## config.mk

```make
export PLATFORM = sky130hd
export DESIGN_NAME = bin2bcd_pipe
export DESIGN_NICKNAME = d
export VERILOG_FILES = /design/src/rtl/bin2bcd_pkg.sv /design/src/rtl/bin2bcd_pipe_stage.sv /design/src/rtl/bin2bcd_pipe.sv
export SDC_FILE = /design/constraint.sdc
export NUM_CORES = 1
export LEC_CHECK = 0
export BUFFER_PORTS_ARGS = -buffer_cell sky130_fd_sc_hd__buf_2
export CORE_MARGIN = 10
export CORE_UTILIZATION = 28
export DETAILED_ROUTE_END_ITERATION = 8
export GPL_TIMING_DRIVEN = 1
export SLEW_MARGIN = 20
export SYNTH_ARGS = -nofsm -noshare
export SYNTH_HDL_FRONTEND = slang
export SYNTH_HIERARCHICAL = 1
export SYNTH_SLANG_ARGS = --single-unit
```

## constraint.sdc

```tcl
create_clock -name clk -period 7.3 [get_ports clk]
set_input_delay 0.73 -clock clk [delete_from_list [all_inputs] [get_ports clk]]
set_output_delay 0.73 -clock clk [all_outputs]
set_load 0.01 [all_outputs]
```

## src/rtl/bin2bcd_pkg.sv

```systemverilog
// -----------------------------------------------------------------------------
// bin2bcd_pkg
// Shared constants and elaboration-time helpers for the pipelined
// binary-to-BCD converter.
//   pow10(p)               : 32-bit constant 10^p
//   bits_for(v)            : number of bits needed to represent v (min 1)
//   digits_needed(bin_w)   : decimal digits needed for any bin_w-bit value
//   arith_width(bin_w, d)  : compare/subtract width used by every stage
// -----------------------------------------------------------------------------
package bin2bcd_pkg;

    localparam int MAX_DIGITS = 6;

    function automatic logic [31:0] pow10(input int p);
        logic [31:0] r;
        r = 32'd1;
        for (int i = 0; i < p; i++) begin
            r = r * 32'd10;
        end
        return r;
    endfunction

    function automatic int bits_for(input logic [63:0] v);
        int b;
        b = 1;
        for (int i = 0; i < 64; i++) begin
            if (v >= (64'd1 << i)) begin
                b = i + 1;
            end
        end
        return b;
    endfunction

    function automatic int digits_needed(input int bin_w);
        logic [63:0] max_v;
        logic [63:0] lim;
        int          d;
        max_v = (64'd1 << bin_w) - 64'd1;
        lim   = 64'd10;
        d     = 1;
        for (int i = 0; i < MAX_DIGITS + 2; i++) begin
            if (lim <= max_v) begin
                lim = lim * 64'd10;
                d   = d + 1;
            end
        end
        return d;
    endfunction

    // Wide enough for both the input word and the largest threshold 9*10^(d-1).
    function automatic int arith_width(input int bin_w, input int digits);
        int w;
        w = bits_for(64'(pow10(digits - 1)) * 64'd9);
        return (bin_w > w) ? bin_w : w;
    endfunction

endpackage

```

## src/rtl/bin2bcd_pipe_stage.sv

```systemverilog
// -----------------------------------------------------------------------------
// bcd_digit_stage
// One pipeline stage of the converter: decides decimal digit P of the word it
// receives and passes on the remainder below 10^P.
//   clk, rst : clock, asynchronous active-high reset
//   vld_i    : upstream word valid          rdy_i : downstream stage can load
//   rem_i    : remainder entering the stage dig_i : digits decided so far
//   ovf_i    : overflow flag of the word
//   vld_o, rem_o, dig_o, ovf_o : registered stage contents
// -----------------------------------------------------------------------------
module bcd_digit_stage
    import bin2bcd_pkg::*;
#(
    parameter int P      = 1,
    parameter int BIN_W  = 10,
    parameter int DIGITS = 4
) (
    input  logic                clk,
    input  logic                rst,
    input  logic                vld_i,
    input  logic                rdy_i,
    input  logic [BIN_W-1:0]    rem_i,
    input  logic [4*DIGITS-1:0] dig_i,
    input  logic                ovf_i,
    output logic                vld_o,
    output logic [BIN_W-1:0]    rem_o,
    output logic [4*DIGITS-1:0] dig_o,
    output logic                ovf_o
);

    localparam int            AW   = arith_width(BIN_W, DIGITS);
    localparam logic [AW-1:0] STEP = AW'(pow10(P));

    logic [AW-1:0]       rem_ext_s;
    logic [AW-1:0]       thr_s;
    logic [AW-1:0]       sub_s;
    logic [AW-1:0]       diff_s;
    logic [3:0]          digit_s;
    logic                load_s;
    logic [BIN_W-1:0]    rem_d,  rem_q;
    logic [4*DIGITS-1:0] dig_d,  dig_q;
    logic                vld_q,  ovf_q;

    // Digit select: the digit is the count of thresholds k*10^P (k=1..9)
    // that the remainder reaches; the last reached threshold is subtracted.
    always_comb begin
        rem_ext_s = AW'(rem_i);
        thr_s     = '0;
        sub_s     = '0;
        digit_s   = 4'd0;
        for (int k = 1; k <= 9; k++) begin
            thr_s   = thr_s + STEP;
            digit_s = (rem_ext_s >= thr_s) ? (digit_s + 4'd1) : digit_s;
            sub_s   = (rem_ext_s >= thr_s) ? thr_s : sub_s;
        end
        diff_s = rem_ext_s - sub_s;
        rem_d  = BIN_W'(diff_s);
        dig_d  = dig_i;
        dig_d[4*P +: 4] = dig_i[4*P +: 4] | digit_s;
    end

    assign load_s = !vld_q || rdy_i;

    // Stage register: loads whenever it is empty or its word moves downstream.
    always_ff @(posedge clk or posedge rst) begin
        if (rst) begin
            vld_q <= 1'b0;
            rem_q <= '0;
            dig_q <= '0;
            ovf_q <= 1'b0;
        end else if (load_s) begin
            vld_q <= vld_i;
            rem_q <= rem_d;
            dig_q <= dig_d;
            ovf_q <= ovf_i;
        end
    end

    assign vld_o = vld_q;
    assign rem_o = rem_q;
    assign dig_o = dig_q;
    assign ovf_o = ovf_q;

endmodule

```

## src/rtl/bin2bcd_pipe.sv

```systemverilog
// -----------------------------------------------------------------------------
// bin2bcd_pipe
// Fully pipelined binary-to-BCD converter, one conversion per clock,
// DIGITS-1 register stages, most significant digit first.
//   clk, rst   : clock, asynchronous active-high reset
//   in_valid   : input word present        in_ready  : word accepted this cycle
//   bin_in     : unsigned binary value
//   out_valid  : result present            out_ready : consumer takes result
//   bcd_out    : packed BCD, units in [3:0]
//   ovf_out    : input was >= 10^DIGITS (saturated or wrapped per SATURATE)
// -----------------------------------------------------------------------------
module bin2bcd_pipe
    import bin2bcd_pkg::*;
#(
    parameter int BIN_W    = 10,
    parameter int DIGITS   = 4,
    parameter bit SATURATE = 1'b1
) (
    input  logic                clk,
    input  logic                rst,
    input  logic                in_valid,
    output logic                in_ready,
    input  logic [BIN_W-1:0]    bin_in,
    output logic                out_valid,
    input  logic                out_ready,
    output logic [4*DIGITS-1:0] bcd_out,
    output logic                ovf_out
);

    localparam int          NS           = DIGITS - 1;
    localparam logic [63:0] LIMIT        = 64'(pow10(DIGITS));
    localparam logic [63:0] BIN_MAX      = (64'd1 << BIN_W) - 64'd1;
    // Narrow inputs can never reach 10^DIGITS; the compare then folds away.
    localparam bit          OVF_POSSIBLE = (LIMIT <= BIN_MAX);

    logic [63:0]         bin_ext_s;
    logic                ovf_in_s;
    logic [BIN_W-1:0]    rem_in_s;
    logic                full_s;
    logic [NS-1:0]       vld_s;
    logic [NS-1:0]       dn_rdy_s;
    logic [BIN_W-1:0]    rem_s [NS];
    logic [4*DIGITS-1:0] dig_s [NS];
    logic                ovf_s [NS];
    logic [3:0]          units_s;

    // Input range check and first-stage remainder (saturate or wrap).
    always_comb begin
        bin_ext_s = 64'(bin_in);
        ovf_in_s  = OVF_POSSIBLE && (bin_ext_s >= LIMIT);
        if (!ovf_in_s) begin
            rem_in_s = bin_in;
        end else if (SATURATE) begin
            rem_in_s = BIN_W'(LIMIT - 64'd1);
        end else begin
            rem_in_s = BIN_W'(bin_ext_s % LIMIT);
        end
    end

    // Ready chain rdy[k] = !vld[k] || rdy[k+1], unrolled: a stage may advance
    // unless every stage downstream of it is full and the consumer stalls.
    always_comb begin
        dn_rdy_s = '0;
        full_s   = 1'b1;
        for (int s = NS - 1; s >= 0; s--) begin
            dn_rdy_s[s] = out_ready || !full_s;
            full_s      = full_s && vld_s[s];
        end
        in_ready = out_ready || !full_s;
    end

    for (genvar s = 0; s < NS; s++) begin : g_stage
        if (s == 0) begin : g_first
            bcd_digit_stage #(
                .P      (DIGITS - 1),
                .BIN_W  (BIN_W),
                .DIGITS (DIGITS)
            ) u_stage (
                .clk   (clk),
                .rst   (rst),
                .vld_i (in_valid),
                .rdy_i (dn_rdy_s[s]),
                .rem_i (rem_in_s),
                .dig_i ({(4*DIGITS){1'b0}}),
                .ovf_i (ovf_in_s),
                .vld_o (vld_s[s]),
                .rem_o (rem_s[s]),
                .dig_o (dig_s[s]),
                .ovf_o (ovf_s[s])
            );
        end else begin : g_next
            bcd_digit_stage #(
                .P      (DIGITS - 1 - s),
                .BIN_W  (BIN_W),
                .DIGITS (DIGITS)
            ) u_stage (
                .clk   (clk),
                .rst   (rst),
                .vld_i (vld_s[s-1]),
                .rdy_i (dn_rdy_s[s]),
                .rem_i (rem_s[s-1]),
                .dig_i (dig_s[s-1]),
                .ovf_i (ovf_s[s-1]),
                .vld_o (vld_s[s]),
                .rem_o (rem_s[s]),
                .dig_o (dig_s[s]),
                .ovf_o (ovf_s[s])
            );
        end
    end

    // The remainder leaving the last stage is below 10 and is the units digit.
    assign units_s   = 4'(rem_s[NS-1]);
    assign bcd_out   = dig_s[NS-1] | {{(4*DIGITS-4){1'b0}}, units_s};
    assign out_valid = vld_s[NS-1];
    assign ovf_out   = ovf_s[NS-1];

endmodule

```

==> reports/results.md, run 1 <==
* **final period demand of the worst path** 5710 ps
* **number of design rule violations left after detail routing** 0
* **highest attainable clock frequency** 175 MHz
* **worst hold path stage count** 2
* **number of H-tree branching levels** 3
* **global route total overflow** 0
* **HP Class** reg2reg
* **pin count of the biggest net entering global routing** 32
* **CTS tree** built
* **count of antenna diodes in the layout** 0
* **maximum resistive drop on vdd** 0.121 mV
* **number of max-cap violations** 0
* **RD Place Congestion** 0.814
* **switching part of the total** 41.3%
* **Ys Warns** 6
* **Final Hold Violating Endpoints** 0
* **net switching power** 0.950 mW
* **capture endpoint of the worst hold path** g_stage[2].g_next.u_stage/dig_o[3]
* **outcome** finished, final reports clean
* **RSZ-0062 raised after global routing** no
* **number of antenna violations at the first check in global routing** 0
* **antenna viol nets, final** 0
* **number of instances resized during post-cts repair** 0
* **HPWL reported at the end of detailed placement** 9960 um
* **overall die area** 26100 um2
* **critical path data required time** 7500 ps
* **synthesized instance count** 682
* **final setup TNS** 0 ps
* **Core ar.** 19600 um2
* **pin slew with the least headroom to its limit** 1080 ps
* **headroom to the max-slew limit** 26.9%
* **wire length reported by the detailed router** 13200 um
* **post-synthesis instance area** 5620 um2
* **delay of the slowest cell on the worst path** 510 ps
* **Post CTS Setup Buffer Count** 0
* **startpoint of the lowest-slack register-to-register path** g_stage[1].g_next.u_stage/rem_o[6]
* **total of buffers placed on input and output ports** 32
* **leakage** 2.97 nW
* **sequential fraction of design power** 29.1%
* **category of the critical setup timing path** reg2reg
* **slack of the worst reg-to-reg path** 1590 ps
* **number of CTS-inserted buffers** 9
* **number of rows created at floorplan** 51
* **initial core utilization** 28.7%
* **layout overhead on the synthesized area** 13.9%
* **skew final** 8.05 ps
* **reg-to-reg endpoint** g_stage[2].g_next.u_stage/dig_o[7]
* **endpoint class of the critical path** flip-flop
* **first-pass GRT wire length** 22500 um
* **Final Slew Violations** 0
* **power share of the combinational group** 51.3%
* **Sinks on Clock Net** 78
* **source of the worst hold timing path** g_stage[2].g_next.u_stage/dig_o[3]
* **clock latency of the later-clocked register in the worst-skew pair** 330 ps
* **internal power consumption** 1.35 mW
* **number of global-route vias before repair** 4408
* **DR pass1 iterations** 4
* **Tot GR Track Use** 10.1%
* **number of buffers on the longest clock path** 2
* **final net count** 760
* **clock transition at the registers of the reported paths** 60 ps
* **Chip Height** 162 um
* **Syn Area/Cell** 8.24 um2
* **share of power burned in the clock network** 19.7%
* **width of the die** 162 um
* **share of final-layout standard cells stronger than drive strength 1** 12.9%
* **critical path arrival** 5910 ps
* **R2R cell count** 22
* **ratio of final minimum period to clock period** 78.2%
* **cell type with the highest occurrence count on the critical path** sky130_fd_sc_hd__ha_1
* **post-detailed-route wirelength per cell** 13.4 um
* **DR vias/cell** 4.72
* **Boundary Pins** 33
* **Worst Setup Start Kind** flip-flop
* **Critical Path Fanout Max** 12
* **worst setup timing slack at the placement stage** 1640 ps
* **worst hold margin** 459 ps
* **root cell of the clock tree** sky130_fd_sc_hd__clkbuf_16
* **number of buffers inserted by hold repair at cts** 0
* **final critical-path setup slack** 1590 ps
* **# setup viols final** 0
* **sequence of cells on the critical path** nor4_2, buf_4, and3_1, inv_1, ha_1, nor4_1, inv_1, ha_1, xnor3_1, o21ai_0, nor2_1, nor2_1, ha_1, nor2_1, nor4_1, o21ai_0, nand2_1, ha_1, xnor3_1, o311ai_0, o2111a_1, nor3_1
* **number of vias in the routed layout** 4649
* **drt first-iter violations** 328
* **master of the slowest instance on the critical path** sky130_fd_sc_hd__o311ai_0
* **power density over the cells** 360 nW/um2
==> layout make-up <==
| cell class | instances | area (um2) |
|---|---|---|
| Fill cell | 2067 | 13200 |
| Sequential cell | 78 | 1950 |
| Multi-Input combinational cell | 552 | 3450 |
| Clock buffer | 11 | 253 |
| Timing Repair Buffer | 42 | 235 |
| Inverter | 31 | 116 |
| Tap cell | 265 | 332 |
| Clock inverter | 5 | 57.6 |
==> power groups by stage <==
stage	Sequential, mW	Clock (mW)	Combinational [mW]
final	0.668	0.453	1.18
after global routing	0.687	0.482	1.34
after CTS	0.667	0.462	1.19
after detailed placement	0.675	0	1.18
after global placement	0.673	0	1.17
after floorplan	0.609	0	0.985
==> routing by layer <==
| layer | GRT usage [%] | share of wire [%] |
|---|---|---|
| met1 | 14.1 | 50 |
| met2 | 16.1 | 46 |
| met3 | 1.67 | 3.3 |
| met4 | 1.90 | 0.95 |
| met5 | 0 | 0 |
==> state kept, by name, summed over array words and instances (netlist names) <==
register                       cells
g_stage.g_first.u_stage/dig_o     16
g_stage.g_first.u_stage/ovf_o      1
g_stage.g_first.u_stage/rem_o     10
g_stage.g_first.u_stage/vld_o      1
g_stage.g_next.u_stage/dig_o      32
g_stage.g_next.u_stage/ovf_o       2
g_stage.g_next.u_stage/rem_o      14
g_stage.g_next.u_stage/vld_o       2
==> cell usage in the layout, fill, tap and decap left out, drive strengths merged, types with 3 or more instances in the layout <==
cell type  count
nor2b          7
or3b           3
o211ai         3
nand2b        12
o21ai         31
clkinvlp       3
a2111o         3
or2            9
a2111oi        3
dfrtp         78
clkbuf        11
xor2          11
a31oi          7
nor4           4
conb          17
o21a           8
nor3          13
xnor2         16
nand2        177
inv           31
and2           7
buf           42
nor2          53
ha            30
nand4          5
a211o          4
and3           7
o31ai          5
a21oi         43
o311a          4
a21o           4
o311ai         6
a211oi         4
xnor3          3
mux2i          5
nand3          9
==> worst max-delay path by stage <==
stage,start,cells past startpoint,endpoint
after floorplan,g_stage[1].g_next.u_stage/rem_o[6],22,g_stage[2].g_next.u_stage/dig_o[7]
after global placement,g_stage[1].g_next.u_stage/rem_o[6],22,g_stage[2].g_next.u_stage/dig_o[7]
after detailed placement,g_stage[1].g_next.u_stage/rem_o[6],22,g_stage[2].g_next.u_stage/dig_o[7]
after CTS,g_stage[1].g_next.u_stage/rem_o[6],22,g_stage[2].g_next.u_stage/dig_o[7]
after global routing,g_stage[1].g_next.u_stage/rem_o[6],22,g_stage[2].g_next.u_stage/dig_o[7]
final,g_stage[1].g_next.u_stage/rem_o[6],22,g_stage[2].g_next.u_stage/dig_o[7]
==> worst max-delay path: cells and delay by family (launching register included) <==
family          cells  cell delay [ps]
simple gates        9             1540
compound gates      4             1370
fa+ha+maj           4             1050
xor+xnor            2              710
flops               1              450
buf+inv             3              440
==> stage by stage <==
step	cell area, um2	total power [mW]	utilization [%]	instances
2_1_floorplan	5680	1.59	-	698
3_3_place_gp	6090	1.85	31.1	968
3_5_place_dp	6090	1.86	31.1	968
4_1_cts	6400	2.32	32.7	984
5_1_grt	6400	2.50	32.7	984
6_report	6400	2.30	32.7	984
No activity file was read; power rests on OpenSTA's default activity.
==> run 2: changes to the inputs <==
clock period = 5.99 ns   (was 7.3 ns; I/O delays follow)
==> reports/results.md, run 2 (synthesis gave the netlist of run 1 again) <==
* **utilization after layout** 33.1%
* **root cell of the clock tree** sky130_fd_sc_hd__clkbuf_16
* **Final Hold Violating Endpoints** 0
* **Post CTS Setup Buffer Count** 0
* **initial core utilization** 28.7%
* **critical path data required time** 6190 ps
* **number of H-tree branching levels** 3
* **layout overhead on the synthesized area** 15.5%
* **endpoint class of the critical path** flip-flop
* **count of antenna diodes in the layout** 0
* **most common cell after layout, fill and taps aside** sky130_fd_sc_hd__nand2_1
* **final critical-path setup slack** 437 ps
* **# setup viols final** 0
* **clock latency of the later-clocked register in the worst-skew pair** 330 ps
* **width of the die** 162 um
* **RSZ-0062 raised after global routing** no
* **dpl cell area** 6170 um2
* **pin count of the biggest net entering global routing** 32
* **antenna viol nets, final** 0
* **maximum resistive drop on vdd** 0.175 mV
* **Finished Layout Cells** 994
* **highest attainable clock frequency** 180 MHz
* **number of rows created at floorplan** 51
* **clock transition at the registers of the reported paths** 60 ps
* **worst setup timing slack at the placement stage** 393 ps
* **leakage** 3.04 nW
* **final setup TNS** 0 ps
* **HPWL reported at the end of detailed placement** 10200 um
* **Final Slew Violations** 0
* **number of max-cap violations** 0
* **Chip Height** 162 um
* **first-pass GRT wire length** 23300 um
* **power density over the cells** 442 nW/um2
* **number of buffers inserted by hold repair at cts** 0
* **pin slew with the least headroom to its limit** 909 ps
* **critical path arrival** 5750 ps
* **wire length reported by the detailed router** 13400 um
* **worst hold margin** 211 ps
* **Sinks on Clock Net** 78
* **category of the critical setup timing path** reg2reg
* **Worst Setup Start Kind** flip-flop
* **Critical Path Fanout Max** 7
* **post-detailed-route wirelength per cell** 13.5 um
* **share of final-layout standard cells stronger than drive strength 1** 14.3%
* **total of buffers placed on input and output ports** 32
* **drt first-iter violations** 325
* **skew final** 6.60 ps
* **CTS tree** built
* **global route total overflow** 0
* **ratio of final minimum period to clock period** 92.7%
* **HP Class** in2async
* **DR pass1 iterations** 4
* **max FFs per register** 32
* **number of design rule violations left after detail routing** 0
* **RD Place Congestion** 0.851
* **DR vias/cell** 4.74
* **Tot GR Track Use** 10.4%
* **number of global-route vias before repair** 4695
* **overall die area** 26100 um2
* **commonest cells after routing, fill and taps aside** sky130_fd_sc_hd__nand2_1, sky130_fd_sc_hd__dfrtp_1, sky130_fd_sc_hd__nor2_1
* **number of filler instances in the final layout** 2070
* **headroom to the max-slew limit** 38.6%
* **number of buffers on the longest clock path** 2
* **Core ar.** 19600 um2
* **number of vias in the routed layout** 4715
* **slack of the worst reg-to-reg path** 440 ps
* **Boundary Pins** 33
* **final cell area excluding filler cells** 6490 um2
* **number of instances resized during post-cts repair** 0
* **final period demand of the worst path** 5550 ps
* **number of CTS-inserted buffers** 9
* **overall power of the completed layout** 2.87 mW
* **number of antenna violations at the first check in global routing** 0
* **placed instance count** 979
* **final net count** 771
* **outcome** finished, final reports clean
[run 2: cell types whose count changed in the layout (fill, tap and decap cells not counted), moves of 2 or more]
cell,before,now
sky130_fd_sc_hd__buf_4,10,21
sky130_fd_sc_hd__clkinvlp_4,3,0
sky130_fd_sc_hd__clkbuf_8,2,0
sky130_fd_sc_hd__clkinv_4,0,2
[run 2: power breakdown]
group,total [mW],switching [mW],internal (mW)
Clock,0.567,0.205,0.362
Sequential,0.758,0.107,0.651
Combinational,1.55,0.859,0.687
Total,2.87,1.17,1.70
[run 2: final cells by class]
type / count / area, um2 / area share [%]
inverters: 31 / 116 / 1.79
flip-flops and latches: 78 / 1950 / 30.1
clock inverters: 6 / 87.6 / 1.35
multi-input cells: 552 / 3460 / 53.3
clock buffers: 9 / 225 / 3.47
well taps: 265 / 332 / 5.11
repair buffers: 53 / 318 / 4.90
[run 2: worst max-delay path, cell delays in order, from the launching register on]
cell	delay [ps]
sky130_fd_sc_hd__dfrtp_1	450
sky130_fd_sc_hd__nor4_2	420
sky130_fd_sc_hd__and3_1	270
sky130_fd_sc_hd__inv_1	60
sky130_fd_sc_hd__ha_1	230
sky130_fd_sc_hd__nor4_2	390
sky130_fd_sc_hd__inv_1	140
sky130_fd_sc_hd__ha_1	350
sky130_fd_sc_hd__xnor3_1	340
sky130_fd_sc_hd__o21ai_0	280
sky130_fd_sc_hd__nor2_1	80
sky130_fd_sc_hd__nor2_1	130
sky130_fd_sc_hd__ha_1	240
sky130_fd_sc_hd__nor2_1	140
sky130_fd_sc_hd__nor4_1	60
sky130_fd_sc_hd__o21ai_0	310
sky130_fd_sc_hd__nand2_1	100
sky130_fd_sc_hd__ha_1	220
sky130_fd_sc_hd__xnor3_1	380
sky130_fd_sc_hd__a2111o_1	440
sky130_fd_sc_hd__a2111oi_2	310
sky130_fd_sc_hd__nor3_1	100
[run 2: routing by layer]
layer / routed length (um) / vias up / part of all wire [%] / track usage [%]
met1: 6730 / 2203 / 50 / 14.4
li1: - / 2433 / - / -
met4: 93 / 0 / 0.69 / 1.90
met5: 0 / - / 0 / 0
met3: 411 / 9 / 3.1 / 1.77
met2: 6210 / 70 / 46 / 16.7
[run 2: worst paths after layout]
path	to	startpoint	cells past startpoint
setup / recovery	g_stage[2].g_next.u_stage/dig_o[7]	g_stage[1].g_next.u_stage/rem_o[6]	21
hold / removal	g_stage[1].g_next.u_stage/ovf_o	rst	2
setup reg to reg	g_stage[2].g_next.u_stage/dig_o[7]	g_stage[1].g_next.u_stage/rem_o[6]	21
hold reg to reg	g_stage[2].g_next.u_stage/dig_o[0]	g_stage[2].g_next.u_stage/dig_o[0]	2
max in group asynchronous	g_stage[2].g_next.u_stage/dig_o[7]	rst	2
min in group clk	g_stage[2].g_next.u_stage/dig_o[0]	g_stage[2].g_next.u_stage/dig_o[0]	2
==> run 3: changes to the inputs <==
CORE_UTILIZATION = 30   (was 28)
==> reports/results.md, run 3 (synthesis gave the netlist of run 1 again) <==
* **number of buffers and inverters on the critical path** 2
* **number of max-cap violations** 0
* **HPWL reported at the end of detailed placement** 10100 um
* **maximum resistive drop on vdd** 0.147 mV
* **number of design rule violations left after detail routing** 0
* **Sinks on Clock Net** 78
* **max FFs per register** 32
* **headroom to the max-slew limit** 40.8%
* **wire length reported by the detailed router** 13400 um
* **outcome** finished, final reports clean
* **final net count** 769
* **number of CTS-inserted buffers** 9
* **drt first-iter violations** 318
* **most common cell after layout, fill and taps aside** sky130_fd_sc_hd__nand2_1
* **pin count of the biggest net entering global routing** 32
* **critical path data required time** 6200 ps
* **post-detailed-route wirelength per cell** 14.0 um
* **category of the critical setup timing path** reg2reg
* **Boundary Pins** 33
* **clock transition at the registers of the reported paths** 60 ps
* **Tot GR Track Use** 11.0%
* **CTS tree** built
* **number of vias in the routed layout** 4705
* **overall power of the completed layout** 2.89 mW
* **Critical Path Fanout Max** 7
* **first-pass GRT wire length** 22600 um
* **commonest cells after routing, fill and taps aside** sky130_fd_sc_hd__nand2_1, sky130_fd_sc_hd__dfrtp_1, sky130_fd_sc_hd__nor2_1
* **critical path arrival** 5680 ps
* **Chip Height** 157 um
* **total of buffers placed on input and output ports** 32
* **endpoint class of the critical path** flip-flop
* **number of buffers inserted by hold repair at cts** 0
* **RSZ-0062 raised after global routing** no
* **Worst Setup Start Kind** flip-flop
* **skew final** 5.78 ps
* **RD Place Congestion** 0.829
* **number of rows created at floorplan** 49
* **leakage** 3.03 nW
* **global route total overflow** 0
* **DR pass1 iterations** 5
* **delay of the slowest cell on the worst path** 450 ps
* **layout overhead on the synthesized area** 14.8%
* **antenna viol nets, final** 0
* **width of the die** 157 um
* **DR vias/cell** 4.92
* **cell type with the highest occurrence count on the critical path** sky130_fd_sc_hd__ha_1
* **number of global-route vias before repair** 4515
* **Core ar.** 18200 um2
* **power density over the cells** 448 nW/um2
* **number of H-tree branching levels** 3
* **pin slew with the least headroom to its limit** 887 ps
* **Crit path max-delay family** simple AND/OR/NAND/NOR gates
* **ratio of final minimum period to clock period** 91.3%
* **initial core utilization** 30.9%
* **highest attainable clock frequency** 183 MHz
* **Final Slew Violations** 0
* **# setup viols final** 0
* **root cell of the clock tree** sky130_fd_sc_hd__clkbuf_16
* **HP Class** in2async
* **share of final-layout standard cells stronger than drive strength 1** 14.3%
* **number of antenna violations at the first check in global routing** 0
* **number of buffers on the longest clock path** 2
* **master of the slowest instance on the critical path** sky130_fd_sc_hd__dfrtp_1
* **overall die area** 24600 um2
* **sequence of cells on the critical path** nor4_2, and3_1, inv_1, ha_1, nor4_2, inv_1, ha_1, xnor3_1, o21ai_0, nor2_1, nor2_1, ha_1, nor2_1, nor4_1, o21ai_0, nand2_1, ha_1, xnor3_1, a2111o_1, a2111oi_2, nor3_1
* **final setup TNS** 0 ps
* **clock latency of the later-clocked register in the worst-skew pair** 330 ps
* **count of antenna diodes in the layout** 0
* **final period demand of the worst path** 5470 ps
* **Final Hold Violating Endpoints** 0
-- run 3: layer usage --
metal | track usage, % | part of all wire (%)
met3 | 2.11 | 3.3
met2 | 17.2 | 46
met1 | 15.3 | 50
met5 | 0 | 0
met4 | 2.56 | 0.66
-- run 3: worst paths after layout --
| kind | end | slack [ps] | from | depth (start not counted) |
|---|---|---|---|---|
| hold / removal | g_stage[1].g_next.u_stage/dig_o[13] | 180 | rst | 2 |
| hold reg to reg | g_stage[2].g_next.u_stage/dig_o[2] | 460 | g_stage[2].g_next.u_stage/dig_o[2] | 2 |
| setup / recovery | g_stage[2].g_next.u_stage/dig_o[7] | 520 | g_stage[1].g_next.u_stage/rem_o[6] | 21 |
| min in group clk | g_stage[2].g_next.u_stage/dig_o[2] | 460 | g_stage[2].g_next.u_stage/dig_o[2] | 2 |
| max in group asynchronous | g_stage[2].g_next.u_stage/dig_o[0] | 4980 | rst | 2 |
| setup reg to reg | g_stage[2].g_next.u_stage/dig_o[7] | 520 | g_stage[1].g_next.u_stage/rem_o[6] | 21 |
-- run 3: power by group --
group          switching, mW  internal [mW]  leakage, nW  total (mW)
Sequential             0.107          0.651        0.909       0.757
Clock                  0.215          0.378        0.155       0.593
Combinational          0.855          0.683         1.96        1.54
-- run 3: worst reg2reg max path: cells and delay by family, from the launching register on --
| kind | cells | cell delay (ps) |
|---|---|---|
| flops | 1 | 450 |
| xor+xnor | 2 | 710 |
| simple gates | 9 | 1600 |
| buf+inv | 2 | 180 |
| compound gates | 4 | 1350 |
| fa+ha+maj | 4 | 1050 |
-- run 3: area by class of cell --
| type | instances | area, um2 |
|---|---|---|
| Fill cell | 1862 | 11800 |
| Clock inverter | 6 | 92.6 |
| Multi-Input combinational cell | 552 | 3460 |
| Inverter | 31 | 116 |
| Timing Repair Buffer | 51 | 303 |
| Clock buffer | 10 | 239 |
| Tap cell | 229 | 287 |
| Sequential cell | 78 | 1950 |
-- run 3: what timing repair did --
action / 4_1_cts / 5_1_grt
endpoints found under the setup margin: 0 / 1
hold endpoints to repair: 0 / 0
resized for setup: 0 / 2
buffers inserted: 0 / 0
-- run 3: metrics by stage --
stage                     cell area, um2  util (%)  std cells  hold WS [ps]  setup slack (ps)
after CTS                           6440      35.4        957           171               439
after floorplan                     5680         -        698           431               708
after global routing                6450      35.4        957           178               105
after global placement              6110      33.6        941           443               568
final                               6450      35.4        957           181               523
after detailed placement            6110      33.6        941           447               440
